--- src/rtl/sprite_pkg.sv ---
// Shared types and constants for the sprite fetch scheduler.
package sprite_pkg;

    localparam int ROM_AW = 13;

    typedef enum logic [2:0] {
        UP    = 3'b001,
        RIGHT = 3'b010,
        LEFT  = 3'b011,
        DOWN  = 3'b100
    } dir_t;

    typedef enum logic [1:0] {
        L_BULLET = 2'd0,
        L_TANK1  = 2'd1,
        L_TANK2  = 2'd2
    } layer_t;

    typedef enum logic [1:0] {
        S_IDLE   = 2'd0,
        S_ISSUE1 = 2'd1,
        S_EVAL1  = 2'd2,
        S_EVAL2  = 2'd3
    } fsm_state_t;

    localparam logic [ROM_AW-1:0] FRAME_UP    = 13'd0;
    localparam logic [ROM_AW-1:0] FRAME_RIGHT = 13'd1024;
    localparam logic [ROM_AW-1:0] FRAME_LEFT  = 13'd2048;
    localparam logic [ROM_AW-1:0] FRAME_DOWN  = 13'd3072;
    localparam logic [ROM_AW-1:0] BULLET_BASE = 13'd4096;

    // Undefined direction codes fall back to the up-facing frame.
    function automatic logic [ROM_AW-1:0] frame_base(input logic [2:0] dir);
        case (dir)
            RIGHT:   frame_base = FRAME_RIGHT;
            LEFT:    frame_base = FRAME_LEFT;
            DOWN:    frame_base = FRAME_DOWN;
            default: frame_base = FRAME_UP;
        endcase
    endfunction

endpackage

--- src/rtl/sprite_fetch_scheduler_if.sv ---
// Pixel request, sprite ROM and VGA output signals of the fetch scheduler.
interface sprite_fetch_scheduler_if;
    logic        pixel_stb;
    logic [9:0]  DrawX;
    logic [9:0]  DrawY;
    logic        mode;
    logic [9:0]  tankX1, tankY1, tankX2, tankY2, tankX3, tankY3;
    logic [2:0]  tank_dir1, tank_dir2, tank_dir3;
    logic        bullet_active;
    logic [9:0]  bullet_X, bullet_Y;
    logic [12:0] rom_addr;
    logic [23:0] rom_data;
    logic [7:0]  VGA_R, VGA_G, VGA_B;
    logic        pix_valid;
    logic        overrun;
    logic        overrun_clr;

    modport slave (
        input  pixel_stb, DrawX, DrawY, mode,
        input  tankX1, tankY1, tankX2, tankY2, tankX3, tankY3,
        input  tank_dir1, tank_dir2, tank_dir3,
        input  bullet_active, bullet_X, bullet_Y,
        input  rom_data, overrun_clr,
        output rom_addr, VGA_R, VGA_G, VGA_B, pix_valid, overrun
    );

    modport master (
        output pixel_stb, DrawX, DrawY, mode,
        output tankX1, tankY1, tankX2, tankY2, tankX3, tankY3,
        output tank_dir1, tank_dir2, tank_dir3,
        output bullet_active, bullet_X, bullet_Y,
        output rom_data, overrun_clr,
        input  rom_addr, VGA_R, VGA_G, VGA_B, pix_valid, overrun
    );
endinterface

--- src/rtl/sprite_hit_addr.sv ---
// Combinational hit test and ROM address for one sprite layer.
module sprite_hit_addr
    import sprite_pkg::*;
#(
    parameter int SIZE    = 32,
    parameter int STRIDE  = 32,
    parameter bit USE_DIR = 1'b1
) (
    input  logic [9:0]        pos_x,
    input  logic [9:0]        pos_y,
    input  logic [9:0]        draw_x,
    input  logic [9:0]        draw_y,
    input  logic [2:0]        dir,
    input  logic [ROM_AW-1:0] base_fixed,
    output logic              hit,
    output logic [ROM_AW-1:0] addr
);
    logic [10:0]       x_hi, y_hi;
    logic [9:0]        dx, dy;
    logic [ROM_AW-1:0] base;

    // 11-bit bounds so a sprite near the right/bottom edge clips instead of wrapping.
    always_comb begin
        x_hi = {1'b0, pos_x} + 11'(SIZE);
        y_hi = {1'b0, pos_y} + 11'(SIZE);
        hit  = (draw_x >= pos_x) && ({1'b0, draw_x} < x_hi) &&
               (draw_y >= pos_y) && ({1'b0, draw_y} < y_hi);
        dx   = draw_x - pos_x;
        dy   = draw_y - pos_y;
        base = USE_DIR ? frame_base(dir) : base_fixed;
        addr = base + ROM_AW'(dy) * ROM_AW'(STRIDE) + ROM_AW'(dx);
    end
endmodule

--- src/rtl/sprite_fetch_scheduler.sv ---
// Shares one single-port sprite ROM between bullet and two tank layers,
// resolving colour-key transparency with at most two reads per pixel.
module sprite_fetch_scheduler
    import sprite_pkg::*;
#(
    parameter int          TANK_SIZE   = 32,
    parameter int          BULLET_SIZE = 8,
    parameter logic [23:0] KEY_COLOR   = 24'hFF0000,
    parameter logic [23:0] BG_COLOR    = 24'hFFFFFF
) (
    input logic                   Clk,
    input logic                   Reset_n,
    sprite_fetch_scheduler_if.slave bus
);
    logic [2:0]        hit_v;
    logic [ROM_AW-1:0] addr_v [3];
    logic [9:0]        slot_x, slot_y;
    logic [2:0]        slot_dir;

    logic [ROM_AW-1:0] list0, list1;
    logic [1:0]        list_cnt;

    fsm_state_t        state_q, state_d;
    logic [ROM_AW-1:0] cand0_q, cand0_d, cand1_q, cand1_d;
    logic [1:0]        cnt_q, cnt_d;
    logic [ROM_AW-1:0] rom_addr_q, rom_addr_d;
    logic              pend_q, pend_d;
    logic [23:0]       result_q, result_d;
    logic [23:0]       rgb_q, rgb_d;
    logic              pix_valid_q, pix_valid_d;
    logic              overrun_q, overrun_d;
    logic [23:0]       pix_final;

    // Second tank slot is selected before hit testing so only three layers are tested.
    always_comb begin
        slot_x   = bus.mode ? bus.tankX3    : bus.tankX2;
        slot_y   = bus.mode ? bus.tankY3    : bus.tankY2;
        slot_dir = bus.mode ? bus.tank_dir3 : bus.tank_dir2;
    end

    logic bullet_hit;

    sprite_hit_addr #(.SIZE(BULLET_SIZE), .STRIDE(BULLET_SIZE), .USE_DIR(1'b0)) u_bullet (
        .pos_x(bus.bullet_X), .pos_y(bus.bullet_Y),
        .draw_x(bus.DrawX), .draw_y(bus.DrawY),
        .dir(3'b000), .base_fixed(BULLET_BASE),
        .hit(bullet_hit), .addr(addr_v[L_BULLET])
    );

    sprite_hit_addr #(.SIZE(TANK_SIZE), .STRIDE(TANK_SIZE), .USE_DIR(1'b1)) u_tank1 (
        .pos_x(bus.tankX1), .pos_y(bus.tankY1),
        .draw_x(bus.DrawX), .draw_y(bus.DrawY),
        .dir(bus.tank_dir1), .base_fixed(13'd0),
        .hit(hit_v[L_TANK1]), .addr(addr_v[L_TANK1])
    );

    sprite_hit_addr #(.SIZE(TANK_SIZE), .STRIDE(TANK_SIZE), .USE_DIR(1'b1)) u_tank2 (
        .pos_x(slot_x), .pos_y(slot_y),
        .draw_x(bus.DrawX), .draw_y(bus.DrawY),
        .dir(slot_dir), .base_fixed(13'd0),
        .hit(hit_v[L_TANK2]), .addr(addr_v[L_TANK2])
    );

    assign hit_v[L_BULLET] = bullet_hit && bus.bullet_active;

    // Build the priority-ordered candidate list; the third entry is never fetched.
    always_comb begin
        list0    = '0;
        list1    = '0;
        list_cnt = 2'd0;
        for (int i = 0; i < 3; i++) begin
            if (hit_v[i]) begin
                if (list_cnt == 2'd0)      list0 = addr_v[i];
                else if (list_cnt == 2'd1) list1 = addr_v[i];
                list_cnt = list_cnt + 2'd1;
            end
        end
    end

    // FSM next-state, ROM address and result selection.
    always_comb begin
        state_d     = state_q;
        cand0_d     = cand0_q;
        cand1_d     = cand1_q;
        cnt_d       = cnt_q;
        rom_addr_d  = rom_addr_q;
        pend_d      = pend_q;
        result_d    = result_q;
        rgb_d       = rgb_q;
        pix_valid_d = 1'b0;
        overrun_d   = overrun_q;
        pix_final   = result_q;

        if (bus.overrun_clr)                          overrun_d = 1'b0;
        if (bus.pixel_stb && (state_q != S_IDLE))     overrun_d = 1'b1;

        case (state_q)
            S_IDLE: begin
                if (bus.pixel_stb) begin
                    cand0_d = list0;
                    cand1_d = list1;
                    cnt_d   = list_cnt;
                    pend_d  = 1'b0;
                    state_d = S_ISSUE1;
                end
            end
            S_ISSUE1: begin
                rom_addr_d = (cnt_q != 2'd0) ? cand0_q : '0;
                state_d    = S_EVAL1;
            end
            S_EVAL1: begin
                if (cnt_q == 2'd0) begin
                    result_d = BG_COLOR;
                end else if (bus.rom_data != KEY_COLOR) begin
                    result_d = bus.rom_data;
                end else if (cnt_q >= 2'd2) begin
                    rom_addr_d = cand1_q;
                    pend_d     = 1'b1;
                end else begin
                    result_d = BG_COLOR;
                end
                state_d = S_EVAL2;
            end
            S_EVAL2: begin
                if (pend_q)
                    pix_final = (bus.rom_data != KEY_COLOR) ? bus.rom_data : BG_COLOR;
                rgb_d       = pix_final;
                pix_valid_d = 1'b1;
                state_d     = S_IDLE;
            end
            default: state_d = S_IDLE;
        endcase
    end

    // Control and output registers; reset discards any in-flight pixel.
    always_ff @(posedge Clk or negedge Reset_n) begin
        if (!Reset_n) begin
            state_q     <= S_IDLE;
            cnt_q       <= 2'd0;
            rom_addr_q  <= '0;
            pend_q      <= 1'b0;
            rgb_q       <= BG_COLOR;
            pix_valid_q <= 1'b0;
            overrun_q   <= 1'b0;
        end else begin
            state_q     <= state_d;
            cnt_q       <= cnt_d;
            rom_addr_q  <= rom_addr_d;
            pend_q      <= pend_d;
            rgb_q       <= rgb_d;
            pix_valid_q <= pix_valid_d;
            overrun_q   <= overrun_d;
        end
    end

    // Candidate addresses and intermediate result need no reset; they are always written before use.
    always_ff @(posedge Clk) begin
        cand0_q  <= cand0_d;
        cand1_q  <= cand1_d;
        result_q <= result_d;
    end

    assign bus.rom_addr  = rom_addr_d;
    assign bus.VGA_R     = rgb_q[23:16];
    assign bus.VGA_G     = rgb_q[15:8];
    assign bus.VGA_B     = rgb_q[7:0];
    assign bus.pix_valid = pix_valid_q;
    assign bus.overrun   = overrun_q;
endmodule

--- src/flat_wrapper.sv ---
// flat-port wrapper written by rule: the top's interface ports become plain ports
module sprite_fetch_scheduler_flat import sprite_pkg::*;
#(
    parameter int          TANK_SIZE   = 32,
    parameter int          BULLET_SIZE = 8,
    parameter logic [23:0] KEY_COLOR   = 24'hFF0000,
    parameter logic [23:0] BG_COLOR    = 24'hFFFFFF
)
  (Clk, Reset_n, bus_pixel_stb, bus_DrawX, bus_DrawY, bus_mode, bus_tankX1, bus_tankY1, bus_tankX2, bus_tankY2, bus_tankX3, bus_tankY3, bus_tank_dir1, bus_tank_dir2, bus_tank_dir3, bus_bullet_active, bus_bullet_X, bus_bullet_Y, bus_rom_data, bus_overrun_clr, bus_rom_addr, bus_VGA_R, bus_VGA_G, bus_VGA_B, bus_pix_valid, bus_overrun);
  sprite_fetch_scheduler_if bus_i ();
  input logic Clk;
  input logic Reset_n;
  input wire logic [$bits(bus_i.pixel_stb)-1:0] bus_pixel_stb;
  input wire logic [$bits(bus_i.DrawX)-1:0] bus_DrawX;
  input wire logic [$bits(bus_i.DrawY)-1:0] bus_DrawY;
  input wire logic [$bits(bus_i.mode)-1:0] bus_mode;
  input wire logic [$bits(bus_i.tankX1)-1:0] bus_tankX1;
  input wire logic [$bits(bus_i.tankY1)-1:0] bus_tankY1;
  input wire logic [$bits(bus_i.tankX2)-1:0] bus_tankX2;
  input wire logic [$bits(bus_i.tankY2)-1:0] bus_tankY2;
  input wire logic [$bits(bus_i.tankX3)-1:0] bus_tankX3;
  input wire logic [$bits(bus_i.tankY3)-1:0] bus_tankY3;
  input wire logic [$bits(bus_i.tank_dir1)-1:0] bus_tank_dir1;
  input wire logic [$bits(bus_i.tank_dir2)-1:0] bus_tank_dir2;
  input wire logic [$bits(bus_i.tank_dir3)-1:0] bus_tank_dir3;
  input wire logic [$bits(bus_i.bullet_active)-1:0] bus_bullet_active;
  input wire logic [$bits(bus_i.bullet_X)-1:0] bus_bullet_X;
  input wire logic [$bits(bus_i.bullet_Y)-1:0] bus_bullet_Y;
  input wire logic [$bits(bus_i.rom_data)-1:0] bus_rom_data;
  input wire logic [$bits(bus_i.overrun_clr)-1:0] bus_overrun_clr;
  output wire logic [$bits(bus_i.rom_addr)-1:0] bus_rom_addr;
  output wire logic [$bits(bus_i.VGA_R)-1:0] bus_VGA_R;
  output wire logic [$bits(bus_i.VGA_G)-1:0] bus_VGA_G;
  output wire logic [$bits(bus_i.VGA_B)-1:0] bus_VGA_B;
  output wire logic [$bits(bus_i.pix_valid)-1:0] bus_pix_valid;
  output wire logic [$bits(bus_i.overrun)-1:0] bus_overrun;
  assign bus_i.pixel_stb = bus_pixel_stb;
  assign bus_i.DrawX = bus_DrawX;
  assign bus_i.DrawY = bus_DrawY;
  assign bus_i.mode = bus_mode;
  assign bus_i.tankX1 = bus_tankX1;
  assign bus_i.tankY1 = bus_tankY1;
  assign bus_i.tankX2 = bus_tankX2;
  assign bus_i.tankY2 = bus_tankY2;
  assign bus_i.tankX3 = bus_tankX3;
  assign bus_i.tankY3 = bus_tankY3;
  assign bus_i.tank_dir1 = bus_tank_dir1;
  assign bus_i.tank_dir2 = bus_tank_dir2;
  assign bus_i.tank_dir3 = bus_tank_dir3;
  assign bus_i.bullet_active = bus_bullet_active;
  assign bus_i.bullet_X = bus_bullet_X;
  assign bus_i.bullet_Y = bus_bullet_Y;
  assign bus_i.rom_data = bus_rom_data;
  assign bus_i.overrun_clr = bus_overrun_clr;
  assign bus_rom_addr = bus_i.rom_addr;
  assign bus_VGA_R = bus_i.VGA_R;
  assign bus_VGA_G = bus_i.VGA_G;
  assign bus_VGA_B = bus_i.VGA_B;
  assign bus_pix_valid = bus_i.pix_valid;
  assign bus_overrun = bus_i.overrun;
  sprite_fetch_scheduler #(.TANK_SIZE(TANK_SIZE), .BULLET_SIZE(BULLET_SIZE), .KEY_COLOR(KEY_COLOR), .BG_COLOR(BG_COLOR)) u_core (.Clk(Clk), .Reset_n(Reset_n), .bus(bus_i));
endmodule
--- config.mk ---
export PLATFORM = sky130hd
export DESIGN_NAME = sprite_fetch_scheduler_flat
export DESIGN_NICKNAME = d
export VERILOG_FILES = /design/src/rtl/sprite_pkg.sv /design/src/rtl/sprite_fetch_scheduler_if.sv /design/src/rtl/sprite_hit_addr.sv /design/src/rtl/sprite_fetch_scheduler.sv /design/src/flat_wrapper.sv
export SDC_FILE = /design/constraint.sdc
export NUM_CORES = 1
export LEC_CHECK = 0
export ABC_AREA = 1
export BUFFER_PORTS_ARGS = -buffer_cell sky130_fd_sc_hd__buf_2
export CAP_MARGIN = 20
export CORE_ASPECT_RATIO = 0.9
export CORE_UTILIZATION = 57
export DETAILED_ROUTE_END_ITERATION = 10
export PLACE_DENSITY_LB_ADDON = 0.3
export SYNTH_ARGS = -nofsm -noshare
export SYNTH_HDL_FRONTEND = slang
export SYNTH_SLANG_ARGS = --single-unit
export TNS_END_PERCENT = 20
--- constraint.sdc ---
create_clock -name Clk -period 3 [get_ports Clk]
set_clock_uncertainty 0.1 [all_clocks]
set_input_delay 0.45 -clock Clk [delete_from_list [all_inputs] [get_ports Clk]]
set_output_delay 0.45 -clock Clk [all_outputs]
set_load 0.1 [all_outputs]
== Yosys cells after proc, flatten, opt, wreduce, memory -nomap -nowiden ==
Cells that the tools add are included.

* Register bits after elaboration: 94
* Word-level logic and storage cells: 120

* Add/sub/neg operators: 20
* Order comparisons: 13
* Equality and inequality tests: 17
* Multiplexer cells: 38
* Reduce and logical (&&, ||, !) cells: 22

{| class="wikitable"
|+ Operator list
! cell !! number
|-
| $mux W13 || 15
|-
| $mux W24 || 4
|-
| $pmux W12 S3 || 2
|-
| $lt A10 B11 Y1 || 6
|-
| $ge A10 B10 Y1 || 6
|-
| $add A10 B6 Y11 const B || 4
|-
| $sub A10 B10 Y10 || 4
|-
| $add A13 B10 Y13 || 3
|-
| $add A13 B13 Y13 || 2
|-
| $pmux W13 S2 || 1
|-
| $ne A24 B24 Y1 const B || 1
|-
| $add A10 B4 Y11 const B || 2
|-
| $mux W10 || 2
|-
| $sub A8 B8 Y8 || 2
|-
| $add A13 B13 Y13 const A || 1
|-
| $eq A3 B2 Y1 const B || 4
|-
| $logic_and A1 B1 Y1 || 11
|-
| $logic_not A2 Y1 || 4
|-
| $mux W1 || 8
|-
| $pmux W2 S4 || 1
|-
| $reduce_bool A2 Y1 || 4
|-
| $eq A3 B3 Y1 const B || 2
|-
| $mux W2 || 3
|-
| $ne A2 B2 Y1 const B || 3
|-
| 12 further kinds || 15
|}

== Longest topological paths before layout ==
* Word-level depth: 14
* Mapped depth: 25
* Depth with buffers taken out: 24

== Hierarchy ==
From an unflattened synthesis, not the netlist that was laid out.

* Cell total of the unflattened synthesis: 1586
* Area total of the unflattened synthesis: 11125.7 um^2

{| class="wikitable"
|+ By module, submodules not included
! module !! times used !! cells an instance !! area an instance (um^2)
|-
| sprite_fetch_scheduler || 1 || 632 || 5273.8
|-
| sprite_hit_addr (u_core.u_bullet) || 1 || 379 || 2414.8
|-
| sprite_hit_addr (u_core.u_tank1) || 1 || 285 || 1729.2
|-
| sprite_hit_addr (u_core.u_tank2) || 1 || 290 || 1707.9
|}

== Worst setup path after synthesis ==
OpenSTA, ideal clock, no wires.

* Kind: input to register
* Start point: input bus_mode
* End point: register u_core.cand0_q[11] (data pin)
* Setup time: 252 ps
* Arrival: 3554 ps
* Required time: 2648 ps
* Setup slack: -906 ps
* Stages on the path: 23
* Path buffers: 3
* Path through: buf_6 -> buf_12 -> clkbuf_1 -> mux2i_1 -> ha_1 -> nand2_1 -> nand2_1 -> nand2_1 -> nand3_1 -> a21oi_1 -> nor2_1 -> nor2_1 -> xor2_1 -> inv_1 -> ha_1 -> nand2_1 -> o21ai_0 -> a21oi_1 -> nor2_1 -> nor2_1 -> xor2_1 -> or2_0 -> nand2_1

* Longest elaborated chain between the ends: 7

{| class="wikitable"
|+ RTL lines
! element !! line !! source
|-
| start, declared || flat_wrapper.sv:16 || <nowiki>input wire logic [$bits(bus_i.mode)-1:0] bus_mode;</nowiki>
|-
| parallel branches: the longest is 6 deep, another holds $add A13 B13 Y13 || n/a ||
|-
| $mux W13 (*) || sprite_fetch_scheduler.sv:72 || <nowiki>if (hit_v[i]) begin</nowiki>
|-
| via u_core.list0[11] || sprite_fetch_scheduler.sv:20 || <nowiki>logic [ROM_AW-1:0] list0, list1;</nowiki>
|-
| end signal, assigned || sprite_fetch_scheduler.sv:158 || <nowiki>cand0_q <= cand0_d;</nowiki>
|-
| end, declared || sprite_fetch_scheduler.sv:24 || <nowiki>logic [ROM_AW-1:0] cand0_q, cand0_d, cand1_q, cand1_d;</nowiki>
|}

Mark *: on every way through the listed nets, which the timed path passes.
A chain may end at the register's enable or synchronous reset.

== Final worst setup path ==
Same ends and word-level chain as after synthesis.

==> impl_metrics.csv <==
group,metric,value,unit
yosys,synth-simple-area-share,0.285,
yosys,async_flop_share,0.468,
drt,vias_per_cell,5.61,
cts,clkLatencyLatePin,0.34,ns
layout,nFillCells,1128,
status,violations,"negative setup slack",
sta,tns,-8.59,ns
layout,nets,2164,
floorplanning,die_w,144,um
drt,drt.antenna.violating_nets,0,
cts,cts_tree,"done",
run,max_cap_violations,0,
worst_setup_path,cp-end-kind,"flip-flop",
status,run_status,"complete, but fails checks",
yosys,avgSynthCellArea,7.07,um^2
worst_setup_path,arrival,3.71,ns
worst_setup_path,crit_type,"input pin to flip-flop",
worst_setup_path,path_max_fanout,4,
yosys,syn-num-nets,1738,
yosys,yosysSeqAreaShare,0.255,
sta,worstMarginPinSlew,1.03,ns
sta,fmax,269,MHz
place,place.gp.congestion,0.936,
sta,max-slew-margin-rel,0.312,
layout,multi_input_area,7160,um^2
floorplanning,dieArea,18700,um^2
yosys,synthTopCellsByArea,"ha_1 (15%), edfxtp_1 (15%), nand2_1 (14%), inv_1 (8.3%), dfstp_2 (6.1%)",
floorplanning,rows,46,
yosys,synth_edf_count,50,
worst_hold_path,min_path_type,"input pin to asynchronous set/reset pin",
cts,cts-root-buf,"clkbuf_16",
yosys,synth_ff_type,"edfxtp_1",
global_route,grt-ovfl-total,0,
place,placed_cell_area,13300,um^2
sta,fin_crit,3.72,ns
sta,setup_viol,26,
place,port_buffers,177,
drt,drt-initial-drc-count,1158,
floorplanning,core_area,17700,um^2
layout,fin_area,14500,um^2
cts,clk_pin_slew_worst_paths,0.07,ns
cts,htree_levels,3,
global_route,antenna_found_initial,0,
global_route,grt_pass1_vias,11100,
drt,num_vias,12000,
global_route,grt_pass1_wl,50600,um
sta,rsz0062_at_grt,"yes",
layout,seq_area,2630,um^2
layout,final_cell_mix,"nand2_1 (371), buf_4 (254), inv_1 (223)",
floorplanning,initial_core_util,0.585,
cts,numCtsBuffers,9,
pwr,ir_drop,0.000613,V
pwr,pwr_density_cell,689,nW/um^2
yosys,synth_xor_area_frac,0.0635,
place,dp_hpwl,25200,um
yosys,synth_top_family_by_area,"simple AND/OR/NAND/NOR gates",
yosys,yosysTopAreaCellShare,0.155,
sta,final-max-slew-violation-count,0,
pwr,p_leak,0.00762,uW
sta,setup_ws,-0.721,ns
layout,antenna_cells,0,
global_route,grtUsageTotal,0.342,
yosys,synthCells,1462,
cts,cts_buffer_depth,2,
layout,area_growth,40.0,%
yosys,synth-compound-area-share,0.114,
yosys,yosysWarningCount,0,
worst_setup_path,start_kind,"input pin",
layout,layout_commonest_cell,"nand2_1",
place,placed_cells,2081,
yosys,synth-adder-area-share,0.172,
drt,drt_first_pass_iters,6,
floorplanning,num_io_pins,178,
yosys,yosysTopAreaCell,"ha_1",
worst_setup_path,worstPathRequired,2.99,ns
drt,drc,0,
global_route,grt_max_degree,45,
cts,cts_num_sinks,94,
cts,cts_hold_buf,0,
layout,instances_no_fill,2133,
layout,layout-drive-gt1-share,0.324,
floorplanning,die_height,130,um
yosys,synth_area,10300,um^2
sta,fin_crit_sh,1.24,
sta,hold_viol_final,0,
yosys,synth.distinct_cells,50,
yosys,ys_ff_latch,94,
drt,wl,35000,um
yosys,synthMuxAreaShare,0.00871,
drt,post_drt_wl_per_cell,16.4,um
==> flip-flops by register name, summed over array words and instances (netlist names) <==
register,cells
u_core.bus.pix_valid,1
u_core.rgb_q,24
u_core.cand1_q,13
u_core.bus.overrun,1
u_core.cand0_q,13
u_core.result_q,24
u_core.rom_addr_q,13
u_core.state_q,2
u_core.pend_q,1
u_core.cnt_q,2
==> kinds of logic after synthesis <==
| logic type | Yosys count |
|---|---|
| simple gates | 666 |
| buf+inv | 262 |
| compound gates | 219 |
| fa+ha+maj | 137 |
| flops | 94 |
| xor+xnor | 75 |
| mux | 9 |
==> metrics by stage <==
step | hold WS (ns) | power (uW) | worst slack (ns) | utilization
2_1_floorplan | 0.0544 | 6230 | -0.483 | -
3_3_place_gp | 0.372 | 7920 | -0.696 | 0.755
3_5_place_dp | 0.378 | 8100 | -0.775 | 0.755
4_1_cts | 0.179 | 9500 | -0.197 | 0.797
5_1_grt | 0.200 | 10500 | -0.743 | 0.819
6_report | 0.148 | 9960 | -0.721 | 0.819
==> synth_stat cells, types with 4 or more instances <==
master    number
nor2_2         4
or2_2          8
mux2i_1        9
o21ai_0       82
inv_1        228
nand3b_1       6
buf_6          5
dfstp_2       24
nand2_1      384
a21oi_1       89
a31oi_1       11
nand4_1       21
o21bai_1       4
xnor2_1       22
fa_1           9
edfxtp_1      50
nand3_2       10
nand2_4        7
nand3_1       99
nor2_1        97
o21ai_1       12
clkbuf_1      20
ha_1         128
dfrtp_1       20
o211ai_1       8
nor3_1        16
xor2_1        53
==> cell type report <==
cell class	instances	share of cell area
multi-input combinational	1108	0.495
timing repair buffer	444	0.221
sequential	94	0.182
inverter	231	0.0603
tap	240	0.0207
clock buffer	10	0.0165
clock inverter	6	0.00527
==> power by group <==
part / switching [uW] / internal, uW
registers: 194 / 1960
logic: 4440 / 2190
clock network: 507 / 682
==> what timing repair did <==
item	4_1_cts	5_1_grt
endpoints found under the setup margin	24	31
pin swaps	24	37
cloned	2	1
setup buffers	21	12
gates resized for setup	56	60
==> path summary, 6_finish.rpt <==
kind	cells after the start	slack, ns	end	from
max	20	-0.72	u_core.cand0_q[11]	bus_mode
max in group asynchronous	1	2.08	u_core.bus.overrun	Reset_n
max reg2reg	5	1.00	u_core.result_q[6]	u_core.state_q[0]
min	1	0.15	u_core.rom_addr_q[2]	Reset_n
min in group Clk	2	0.21	u_core.bus.overrun	bus_overrun_clr
min reg2reg	2	0.39	u_core.rgb_q[6]	u_core.rgb_q[6]
==> layer usage <==
layer	global-route usage	share of wire
met1	0.419	0.39
met2	0.610	0.48
met3	0.0437	0.086
met4	0.134	0.044
met5	0	0
==> worst max-delay path, stage by stage <==
cell and delay, ns:
buf_12 0.11, buf_8 0.12, nand2_1 0.08, nand2_1 0.09, ha_2 0.21, fa_2 0.40
inv_2 0.10, a21oi_2 0.08, nor2_1 0.12, nor2_1 0.09, xnor2_1 0.26, ha_1 0.32
a21oi_2 0.22, o21ai_4 0.11, a21oi_2 0.17, nor2_1 0.07, nor2_1 0.19, xor2_1 0.26
or2_0 0.17, nand2_1 0.09
Note: power is estimated with default switching activity, not from simulation.
